<file path="src/rtl/divresult_bcd_display_pkg.sv">
// Purpose: shared FSM encodings, segment codes and BCD helpers for the divider result display.
// Latency: combinational helpers only.
// Backpressure: none; no handshakes live here.
package divider_pkg;

  // Conversion FSM encodings
  localparam logic [1:0] IDLE   = 2'd0;
  localparam logic [1:0] CONV_Q = 2'd1;
  localparam logic [1:0] CONV_R = 2'd2;
  localparam logic [1:0] DONE   = 2'd3;

  // Active-low segment patterns {g,f,e,d,c,b,a}
  localparam logic [6:0] SEG_0     = 7'h40;
  localparam logic [6:0] SEG_1     = 7'h79;
  localparam logic [6:0] SEG_2     = 7'h24;
  localparam logic [6:0] SEG_3     = 7'h30;
  localparam logic [6:0] SEG_4     = 7'h19;
  localparam logic [6:0] SEG_5     = 7'h12;
  localparam logic [6:0] SEG_6     = 7'h02;
  localparam logic [6:0] SEG_7     = 7'h78;
  localparam logic [6:0] SEG_8     = 7'h00;
  localparam logic [6:0] SEG_9     = 7'h10;
  localparam logic [6:0] SEG_BLANK = 7'h7F;
  localparam logic [6:0] SEG_MINUS = 7'h3F;

  // Decimal digit to segment pattern; anything out of range renders blank
  function automatic logic [6:0] seg_digit(input logic [3:0] d);
    logic [6:0] s;
    case (d)
      4'd0:    s = SEG_0;
      4'd1:    s = SEG_1;
      4'd2:    s = SEG_2;
      4'd3:    s = SEG_3;
      4'd4:    s = SEG_4;
      4'd5:    s = SEG_5;
      4'd6:    s = SEG_6;
      4'd7:    s = SEG_7;
      4'd8:    s = SEG_8;
      4'd9:    s = SEG_9;
      default: s = SEG_BLANK;
    endcase
    return s;
  endfunction

  // 9-bit magnitude of a signed byte; -128 maps to 128 rather than wrapping to 0
  function automatic logic [8:0] mag9(input logic [7:0] v);
    return v[7] ? (9'd0 - {v[7], v}) : {1'b0, v};
  endfunction

  // One double-dabble iteration on {bcd[11:0], shift[8:0]}: correct nibbles >=5, shift left
  function automatic logic [20:0] dabble_step(input logic [20:0] w);
    logic [20:0] t;
    t = w;
    for (int k = 0; k < 3; k++) begin
      if (t[9 + 4*k +: 4] >= 4'd5) t[9 + 4*k +: 4] = t[9 + 4*k +: 4] + 4'd3;
    end
    return {t[19:0], 1'b0};
  endfunction

endpackage

</file>
<file path="src/rtl/divresult_bcd_display_if.sv">
// Purpose: bundles the divider result inputs and the display/busy outputs.
// Latency: wiring only.
// Backpressure: none; the display samples whenever it is idle.
interface divresult_bcd_display_if;
  logic [7:0] i_quo;
  logic [7:0] i_rem;
  logic       o_busy;
  logic [7:0] o_an;
  logic [6:0] o_seg;

  modport master (output i_quo, output i_rem, input o_busy, input o_an, input o_seg);
  modport slave  (input i_quo, input i_rem, output o_busy, output o_an, output o_seg);
endinterface

</file>
<file path="src/rtl/divresult_bcd_display_bcd_dabble_8.sv">
// Purpose: sequential binary-to-BCD converter, one double-dabble iteration per cycle.
// Latency: i_start cycle performs iteration 1; o_done pulses 8 cycles after i_start.
// Backpressure: none; i_start restarts immediately, o_bcd holds until the next start.
module bcd_dabble_8
  import divider_pkg::*;
(
  input  logic        i_clk,
  input  logic        i_rst,
  input  logic        i_start,
  input  logic [8:0]  i_mag,
  output logic [11:0] o_bcd,
  output logic        o_done
);

  logic [20:0] r_work;
  logic [2:0]  r_cnt;
  logic        r_run;
  logic        r_done;

  // Load folds into the first iteration so back-to-back conversions need no idle cycle
  always_ff @(posedge i_clk) begin
    if (i_rst) begin
      r_work <= '0;
      r_cnt  <= '0;
      r_run  <= 1'b0;
      r_done <= 1'b0;
    end else if (i_start) begin
      r_work <= dabble_step({11'd0, i_mag, 1'b0});
      r_cnt  <= 3'd1;
      r_run  <= 1'b1;
      r_done <= 1'b0;
    end else if (r_run) begin
      r_work <= dabble_step(r_work);
      r_cnt  <= r_cnt + 3'd1;
      if (r_cnt == 3'd7) begin
        r_run  <= 1'b0;
        r_done <= 1'b1;
      end
    end else begin
      r_done <= 1'b0;
    end
  end

  assign o_bcd  = r_work[20:9];
  assign o_done = r_done;

endmodule

</file>
<file path="src/rtl/divresult_bcd_display.sv">
// Purpose: converts signed quotient/remainder to sign+3 BCD digits and scans an 8-digit 7-seg display.
// Latency: change seen in IDLE cycle N -> busy N+1..N+17, new digits shown from N+18.
// Backpressure: none; inputs that move mid-conversion are picked up on the next IDLE pass.
module divresult_bcd_display
  import divider_pkg::*;
#(
  parameter int REFRESH_DIV = 100000
) (
  input  logic                    i_clk,
  input  logic                    i_rst,
  divresult_bcd_display_if.slave  bus
);

  localparam int CNT_W = $clog2(REFRESH_DIV);

  // Conversion control
  logic [1:0]  r_state;
  logic [2:0]  r_it;
  logic [15:0] r_snap;
  logic        r_force;
  logic        r_busy;
  logic        r_q_neg;
  logic [11:0] r_q_bcd;

  // Displayed values
  logic        r_dq_neg;
  logic [11:0] r_dq_bcd;
  logic        r_dr_neg;
  logic [11:0] r_dr_bcd;

  // Scan
  logic [CNT_W-1:0] r_ref;
  logic [2:0]       r_idx;
  logic [7:0]       r_an;
  logic [6:0]       r_seg;

  logic        w_q_neg;
  logic        w_r_neg;
  logic        w_conv;
  logic        w_dab_start;
  logic [8:0]  w_dab_mag;
  logic [11:0] w_dab_bcd;
  logic        w_dab_done;
  logic        w_upd;
  logic        w_nq_neg;
  logic [11:0] w_nq_bcd;
  logic        w_nr_neg;
  logic [11:0] w_nr_bcd;
  logic        w_ref_wrap;
  logic [2:0]  w_idx_nxt;
  logic        w_sel_neg;
  logic [11:0] w_sel_bcd;
  logic [6:0]  w_seg_nxt;

  assign w_q_neg     = r_snap[15];
  assign w_r_neg     = r_snap[7];
  assign w_conv      = (r_state == CONV_Q) || (r_state == CONV_R);
  assign w_dab_start = w_conv && (r_it == 3'd0);
  assign w_dab_mag   = (r_state == CONV_Q) ? mag9(r_snap[15:8]) : mag9(r_snap[7:0]);

  bcd_dabble_8 u_dabble (
    .i_clk   (i_clk),
    .i_rst   (i_rst),
    .i_start (w_dab_start),
    .i_mag   (w_dab_mag),
    .o_bcd   (w_dab_bcd),
    .o_done  (w_dab_done)
  );

  // Change detect in IDLE, then 8 quotient + 8 remainder iterations and a commit cycle
  always_ff @(posedge i_clk) begin
    if (i_rst) begin
      r_state <= IDLE;
      r_it    <= '0;
      r_snap  <= '0;
      r_force <= 1'b1;
      r_busy  <= 1'b0;
      r_q_neg <= 1'b0;
      r_q_bcd <= '0;
    end else begin
      case (r_state)
        IDLE: begin
          if (({bus.i_quo, bus.i_rem} != r_snap) || r_force) begin
            r_snap  <= {bus.i_quo, bus.i_rem};
            r_force <= 1'b0;
            r_busy  <= 1'b1;
            r_state <= CONV_Q;
          end
        end
        CONV_Q: begin
          r_it <= r_it + 3'd1;
          if (r_it == 3'd7) r_state <= CONV_R;
        end
        CONV_R: begin
          // The converter's done pulse lands on the first remainder cycle: park the quotient
          if (w_dab_done) begin
            r_q_neg <= w_q_neg;
            r_q_bcd <= w_dab_bcd;
          end
          r_it <= r_it + 3'd1;
          if (r_it == 3'd7) r_state <= DONE;
        end
        default: begin
          r_busy  <= 1'b0;
          r_state <= IDLE;
        end
      endcase
    end
  end

  // Both halves switch together in DONE so a half-updated pair is never visible
  assign w_upd    = (r_state == DONE);
  assign w_nq_neg = w_upd ? r_q_neg   : r_dq_neg;
  assign w_nq_bcd = w_upd ? r_q_bcd   : r_dq_bcd;
  assign w_nr_neg = w_upd ? w_r_neg   : r_dr_neg;
  assign w_nr_bcd = w_upd ? w_dab_bcd : r_dr_bcd;

  // Display registers
  always_ff @(posedge i_clk) begin
    if (i_rst) begin
      r_dq_neg <= 1'b0;
      r_dq_bcd <= '0;
      r_dr_neg <= 1'b0;
      r_dr_bcd <= '0;
    end else begin
      r_dq_neg <= w_nq_neg;
      r_dq_bcd <= w_nq_bcd;
      r_dr_neg <= w_nr_neg;
      r_dr_bcd <= w_nr_bcd;
    end
  end

  assign w_ref_wrap = (r_ref == CNT_W'(REFRESH_DIV - 1));
  assign w_idx_nxt  = w_ref_wrap ? (r_idx + 3'd1) : r_idx;

  // Segment pattern for the digit about to be lit, with leading-zero blanking
  always_comb begin
    w_sel_neg = w_idx_nxt[2] ? w_nq_neg : w_nr_neg;
    w_sel_bcd = w_idx_nxt[2] ? w_nq_bcd : w_nr_bcd;
    w_seg_nxt = SEG_BLANK;
    case (w_idx_nxt[1:0])
      2'd0: w_seg_nxt = seg_digit(w_sel_bcd[3:0]);
      2'd1: w_seg_nxt = (w_sel_bcd[11:4] == 8'd0) ? SEG_BLANK : seg_digit(w_sel_bcd[7:4]);
      2'd2: w_seg_nxt = (w_sel_bcd[11:8] == 4'd0) ? SEG_BLANK : seg_digit(w_sel_bcd[11:8]);
      default: w_seg_nxt = w_sel_neg ? SEG_MINUS : SEG_BLANK;
    endcase
  end

  // Refresh counter and registered anode/segment drive
  always_ff @(posedge i_clk) begin
    if (i_rst) begin
      r_ref <= '0;
      r_idx <= '0;
      r_an  <= 8'hFE;
      r_seg <= SEG_0;
    end else begin
      r_ref <= w_ref_wrap ? '0 : (r_ref + CNT_W'(1));
      r_idx <= w_idx_nxt;
      r_an  <= ~(8'd1 << w_idx_nxt);
      r_seg <= w_seg_nxt;
    end
  end

  assign bus.o_busy = r_busy;
  assign bus.o_an   = r_an;
  assign bus.o_seg  = r_seg;

endmodule

</file>
<file path="src/flat_wrapper.sv">
// flat-port wrapper written by rule: the top's interface ports become plain ports
module divresult_bcd_display_flat import divider_pkg::*;
#(
  parameter int REFRESH_DIV = 100000
)
  (i_clk, i_rst, bus_i_quo, bus_i_rem, bus_o_busy, bus_o_an, bus_o_seg);
  divresult_bcd_display_if bus_i ();
  input  logic i_clk;
  input  logic i_rst;
  input wire logic [$bits(bus_i.i_quo)-1:0] bus_i_quo;
  input wire logic [$bits(bus_i.i_rem)-1:0] bus_i_rem;
  output wire logic [$bits(bus_i.o_busy)-1:0] bus_o_busy;
  output wire logic [$bits(bus_i.o_an)-1:0] bus_o_an;
  output wire logic [$bits(bus_i.o_seg)-1:0] bus_o_seg;
  assign bus_i.i_quo = bus_i_quo;
  assign bus_i.i_rem = bus_i_rem;
  assign bus_o_busy = bus_i.o_busy;
  assign bus_o_an = bus_i.o_an;
  assign bus_o_seg = bus_i.o_seg;
  divresult_bcd_display #(.REFRESH_DIV(REFRESH_DIV)) u_core (.i_clk(i_clk), .i_rst(i_rst), .bus(bus_i));
endmodule
</file>
<file path="config.mk">
export PLATFORM = sky130hd
export DESIGN_NAME = divresult_bcd_display_flat
export DESIGN_NICKNAME = d
export VERILOG_FILES = /design/src/rtl/divresult_bcd_display_pkg.sv /design/src/rtl/divresult_bcd_display_if.sv /design/src/rtl/divresult_bcd_display_bcd_dabble_8.sv /design/src/rtl/divresult_bcd_display.sv /design/src/flat_wrapper.sv
export SDC_FILE = /design/constraint.sdc
export NUM_CORES = 1
export LEC_CHECK = 0
export BUFFER_PORTS_ARGS = -buffer_cell sky130_fd_sc_hd__buf_2
export CAP_MARGIN = 0
export CORE_UTILIZATION = 55
export DETAILED_ROUTE_END_ITERATION = 12
export GPL_TIMING_DRIVEN = 0
export HOLD_SLACK_MARGIN = 0.05
export PLACE_DENSITY_LB_ADDON = 0.12
export SYNTH_ARGS = -nofsm -noshare
export SYNTH_HDL_FRONTEND = slang
export SYNTH_HIERARCHICAL = 1
export SYNTH_SLANG_ARGS = --single-unit
</file>
<file path="constraint.sdc">
create_clock -name i_clk -period 3.4 [get_ports i_clk]
set_clock_uncertainty 0.05 [all_clocks]
set_input_delay 0.68 -clock i_clk [delete_from_list [all_inputs] [get_ports i_clk]]
set_output_delay 0.68 -clock i_clk [all_outputs]
set_load 0.01 [all_outputs]
</file>
### After elaboration in Yosys (flattened, before gate mapping)

Memory sizes are Yosys's and may differ from the RTL's.
Index checks and enable logic that the tools add are counted.

* output and inout port bits: 16
* memory bits (read-only): 336
* logic and storage cells: 99
* bits in registers: 121
* bits of input ports: 18
* memories: 3

Memory list
* (name not given): words 16, width 7, read ports 1, clocked after memory_dff 0, write ports 0, line divresult_bcd_display_pkg.sv:29 `case (d)`
* (name not given): words 16, width 7, read ports 1, clocked after memory_dff 0, write ports 0, line divresult_bcd_display_pkg.sv:29
* (name not given): words 16, width 7, read ports 1, clocked after memory_dff 0, write ports 0, line divresult_bcd_display_pkg.sv:29

* bitwise operators: 3
* reductions and logical operators: 17
* mux-type cells: 30
* magnitude comparators: 3
* add/subtract/negate cells: 9
* eq/ne operators: 12
* shift operators: 1

Operators with widths (count)
* 12-bit two-way mux: 3
* 9-bit two-way mux: 3
* 11-bit two-way mux: 2
* 7-bit two-way mux: 3
* 7-bit case mux with 3 select lines: 1
* 1-bit by 8-bit subtractor with 9-bit output, first input constant: 2
* 17-bit by 1-bit adder with 17-bit output, second input constant: 1
* 17-bit equality test, second input constant: 1
* 16-bit inequality test: 1
* 4-bit by 3-bit greater-or-equal comparator with 1-bit output, second input constant: 3
* 3-bit by 1-bit adder with 3-bit output, second input constant: 3
* 1-bit two-way mux: 9
* 4-bit by 2-bit adder with 4-bit output, second input constant: 2
* 8-bit zero test: 1
* 4-bit two-way mux: 2
* 8-bit NOT: 1
* 1-bit by 3-bit left shift with 8-bit output, first input constant: 1
* 2-bit equality test, second input constant: 3
* 3-bit equality test, second input constant: 2
* 2-bit two-way mux: 3
* 3-bit two-way mux: 2
* 2-bit case mux with 3 select lines: 1
* 2-bit AND reduction: 3
* 2-bit OR reduction: 3
* other kinds (14): 19

### Depth between registers and ports, before layout

* depth after elaboration: 6
* mapped depth: 15
* depth with buffers taken out: 13

### By module

Netlist, hierarchy kept.

By module, submodules not included
* divresult_bcd_display: instances 1, area each 5641.7 um^2, sequential area each 1941.9 um^2, cells each 677
* bcd_dabble_8: instances 1, area each 1292.5 um^2, sequential area each 480.5 um^2, cells each 157

### Worst setup path after synthesis

OpenSTA, ideal clock, no wires.

* path type: register to register
* start point: reg u_core.r_state[0]
* end point: reg u_core.r_seg[5], in the netlist u_core/bus.o_seg[5]
* stages on the path, launching flop included: 15
* path slack: -0.014 ns
* arrival time: 3.242 ns
* clock period less this slack: 3.414 ns
* required time: 3.228 ns
* path buffers: 5
* setup time: 0.122 ns
* cells stage by stage: dfxtp_1 ha_1 buf_2 buf_2 buf_2 clkbuf_1 clkbuf_1 nand2_1 a211oi_1 nor2_1 ha_1 o211ai_1 nor3_1 a211o_1 a221o_1

* word-level cells in the longest chain between the ends: 6
* elaborated cells on any way between the ends: 12
* classes of those cells: eq/ne: 1; mux: 6; reduce/logical: 2; memory: 3

Ends and longest elaborated chain
* from (decl): line divresult_bcd_display.sv:17 `logic [1:0] r_state;`
* from (signal assigned): line divresult_bcd_display.sv:73 `r_state <= IDLE;`
* from (signal assigned): line divresult_bcd_display.sv:87 `r_state <= CONV_Q;`
* from (signal assigned): line divresult_bcd_display.sv:92 `if (r_it == 3'd7) r_state <= CONV_R;`
* 2-bit equality test (*): line divresult_bcd_display.sv:112 `assign w_upd = (r_state == DONE);`
* 12-bit two-way mux (on tied branches): line divresult_bcd_display.sv:116, divresult_bcd_display.sv:114
* 12-bit two-way mux (*): line divresult_bcd_display.sv:139 `w_sel_bcd = w_idx_nxt[2] ? w_nq_bcd : w_nr_bcd;`
* memory 16 x 7 bit (tied with other cells)
* 7-bit two-way mux (on tied branches): line divresult_bcd_display.sv:144, divresult_bcd_display.sv:143
* 7-bit case mux with 3 select lines (*): line divresult_bcd_display.sv:141 `case (w_idx_nxt[1:0])`
* to (signal assigned): line divresult_bcd_display.sv:160 `r_seg <= w_seg_nxt;`
* to (decl): line divresult_bcd_display.sv:35 `logic [6:0] r_seg;`

Every way passes the cells marked *; elsewhere a longest branch is shown, timed or not.
A chain may end at the register's enable or synchronous reset.

### Worst setup path after layout

* start point: reg u_core.r_ref[16]
* end point: reg u_core.r_seg[5], in the netlist u_core/bus.o_seg[5]

* word-level cells in the longest chain between the ends: 6
* elaborated cells on any way between the ends: 14
* classes of those cells: eq/ne: 3; mux: 5; reduce/logical: 3; memory: 3

Ends and longest elaborated chain
* from (decl): line divresult_bcd_display.sv:32 `logic [CNT_W-1:0] r_ref;`
* from (signal assigned): line divresult_bcd_display.sv:157 `r_ref <= w_ref_wrap ? '0 : (r_ref + CNT_W'(1));`
* 17-bit equality test (*): line divresult_bcd_display.sv:133 `assign w_ref_wrap = (r_ref == CNT_W'(REFRESH_DIV - 1));`
* 3-bit two-way mux (*): line divresult_bcd_display.sv:134 `assign w_idx_nxt = w_ref_wrap ? (r_idx + 3'd1) : r_idx;`
* 12-bit two-way mux: line divresult_bcd_display.sv:139
* memory 16 x 7 bit (tied with other cells)
* 7-bit two-way mux (on tied branches): line divresult_bcd_display.sv:144, divresult_bcd_display.sv:143
* 7-bit case mux with 3 select lines (*): line divresult_bcd_display.sv:141

Marked as above.

==> qor.csv <==
metric;value;unit
area_delta_synth_final;17.3;%
outcome;completed;
dp.cells;1035;
drc;0;
ff2ff_path_depth;12;
syn-cell-area;0.00693;sq mm
ir_drop;0.000404;V
cts_max_path_buffers;2;
cellPowerDensity;622;mW/mm^2
drv_cap;0;
fin_cells;1077;
dieArea;0.0131;sq mm
worst_setup_path_end_kind;flop;
via_per_inst;5.72;
synth.area.top_cells;dfxtp_1 (35%), mux2i_1 (8.2%), nor2_1 (6.3%);
critPathCapture;u_core/bus.o_seg[5]$_SDFF_PP0_;
fmax;300;MHz
worstReg2RegEnd;u_core/bus.o_seg[5]$_SDFF_PP0_;
fin_crit;3330;ps
synth_fp_nets;887;
slowest_delay;610;ps
finalSetupViolations;0;
dr_total_vias;6161;
synth_common_cells;dfxtp_1 (121), nor2_1 (117), nand2_1 (68), a21oi_1 (59), mux2i_1 (57);
finalHoldViolations;0;
gp_routability_congestion;0.909;
ys_types;74;
fin_hold_ws;396;ps
ctsHoldBuffers;0;
start_util;0.570;
synth_edf_count;0;
tightest_slew;727;ps
first_pass_iters;5;
ys_async_sr_fraction;0;
htree_num_levels;4;
drive_above_1_share;0.156;
routedWlPerCell;15.9;um
grt_use_total;0.274;
first_global_vias;5749;
ys_seq_area_frac;0.349;
dp_hpwl;12.4;mm
worstSkewPairLatency;420;ps
clock_sinks;121;
core_area;0.0122;sq mm
diodes;0;
tritoncts;yes;
grt_max_degree;20;
cts_root_buf;clkbuf_16;
dpl_worst_slack;-631;ps
yosysWarnings;6;
rsz0062_at_grt;true;
die_x;114;um
yosys.area.top_type_share;0.349;
portBuffers;33;
drt_wl_total;17.1;mm
fin_nets;949;
critPathMaxFanout;5;
setup_ws;72.2;ps
crit_type;reg2reg;
grt_overflow;0;
ant_nets;0;
yosysTopAreaCell;dfxtp_1;
rr_startpoint;u_core/r_ref[16]$_SDFF_PP0_;
reg2reg_setup_slack;70;ps
synth_flop_cell;dfxtp_1;
numCtsBuffers;17;
yosysMostFrequentCell;dfxtp_1;
slew_headroom;0.515;
crit_arrival;3580;ps
antenna_found_initial;0;
path_cells;nor4bb_2 -> nand2_1 -> o21a_4 -> nor2_4 -> mux4_2 -> inv_4 -> ha_1 -> inv_1 -> a211oi_1 -> o21ai_0 -> a31o_2 -> a221o_1;
synth_cells;834;
hp-class;reg2reg;
avgSynthCellArea;8.31;sq um
path_clk_slew;50;ps
cp-start-kind;flop;
drt_iter0_drc;336;
boundaryPins;34;
fp.dieH;114;um
fin_crit_sh;0.979;
drv_slew;0;
std_cell_rows;40;
cp.required;3650;ps
crit_path_top_delay_cell;mux4_2;
crit_start;u_core/r_ref[16]$_SDFF_PP0_;
power_leakage;0.00325;uW
ys_ff_latch;121;
min-delay-start;u_core/r_ref[0]$_SDFF_PP0_;
grt_pass1_wl;28.0;mm
repair_timing:
item / CTS / global route
pin swaps: 2 / 7
resized for setup: 22 / 12
setup endpoints to repair: 7 / 6
buffers inserted: 2 / 10
state kept, by name (all words and copies together), names as in the netlist, 2 cells and up:
name,cells
u_core/r_q_bcd,12
u_core/r_dr_bcd,12
u_core/r_it,3
u_core/u_dabble/r_cnt,3
u_core/bus.o_an,8
u_core/r_snap,16
u_core/r_idx,3
u_core/r_dq_bcd,12
u_core/bus.o_seg,7
u_core/u_dabble/r_work,19
u_core/r_ref,17
u_core/r_state,2
cell families (layout without fill, tap and decap cells):
logic type,after synthesis,count (layout),share of synthesized area
multiplexers,62,62,0.0958
other,1,1,0.000541
buffers and inverters,94,169,0.0595
AND/OR/NAND/NOR,317,317,0.228
AO/OA/AOI/OAI,164,164,0.153
XOR/XNOR,40,40,0.0505
flip-flops,121,121,0.349
adder cells (fa/ha/maj),35,35,0.0632
power breakdown:
part           internal (uW)  leakage (uW)  total (uW)  switching (uW)
sequential              1570      0.000983        1700             133
combinational            588       0.00197        1430             842
clock                   1280      0.000299        1930             643
cell type report:
cell class / instances / area [sq um]
fill: 1009 / 4030
inverter: 36 / 138
timing repair buffer: 45 / 255
clock buffer: 22 / 474
multi-input combinational: 619 / 4170
tap: 168 / 210
clock inverter: 10 / 164
sequential: 121 / 2420
buffer: 56 / 297
layout by cell type, fill, tap and decap left out, types with 9 or more instances in the layout:
cell type	n
nand2b_1	12
or3_1	9
o21ai_0	24
nand3_1	21
xor2_1	22
a21oi_1	59
buf_2	41
ha_1	32
buf_4	26
clkbuf_1	27
and2_1	9
nand2_1	68
nor2_1	116
dfxtp_1	119
clkbuf_16	17
xnor2_1	18
mux2i_1	57
nor3_1	14
a211oi_1	13
inv_1	34
nor4_1	9
layer usage:
| layer | GRT usage | share of wire | vias to the layer above |
|---|---|---|---|
| met2 | 0.467 | 0.49 | 168 |
| li1 | - | - | 3031 |
| met3 | 0.0625 | 0.044 | 31 |
| met5 | 0 | 0 | - |
| met4 | 0.110 | 0.023 | 0 |
| met1 | 0.335 | 0.44 | 2931 |
stage by stage:
stage | utilization | cell area (sq um) | TNS [ps] | total power [uW]
global route | 0.669 | 8140 | -84.3 | 5320
finish | 0.669 | 8140 | 0 | 5060
detailed placement | 0.601 | 7310 | -3480 | 3100
CTS | 0.660 | 8030 | 0 | 5050
floorplan | - | 6940 | 0 | 2770
global placement | 0.601 | 7310 | -3200 | 3050
worst min path at each step:
stage | end | slack (ps) | cells after the start
2_1_floorplan | u_core/r_ref[0]$_SDFF_PP0_ | 370 | 1
3_3_place_gp | u_core/r_ref[0]$_SDFF_PP0_ | 380 | 1
3_5_place_dp | u_core/r_ref[0]$_SDFF_PP0_ | 390 | 1
4_1_cts | u_core/r_ref[0]$_SDFF_PP0_ | 400 | 1
5_1_grt | u_core/r_q_bcd[4]$_SDFFE_PP0P_ | 420 | 2
6_report | u_core/r_ref[0]$_SDFF_PP0_ | 400 | 1
worst max-delay path, delay by kind of cell, from the launching register on:
family	cells	cell delay (ps)
AO/OA/AOI/OAI	5	1130
adder cells (fa/ha/maj)	1	160
buffers and inverters	2	180
flip-flops	1	370
multiplexers	1	610
AND/OR/NAND/NOR	3	700
(Power assumes the default switching activity.)
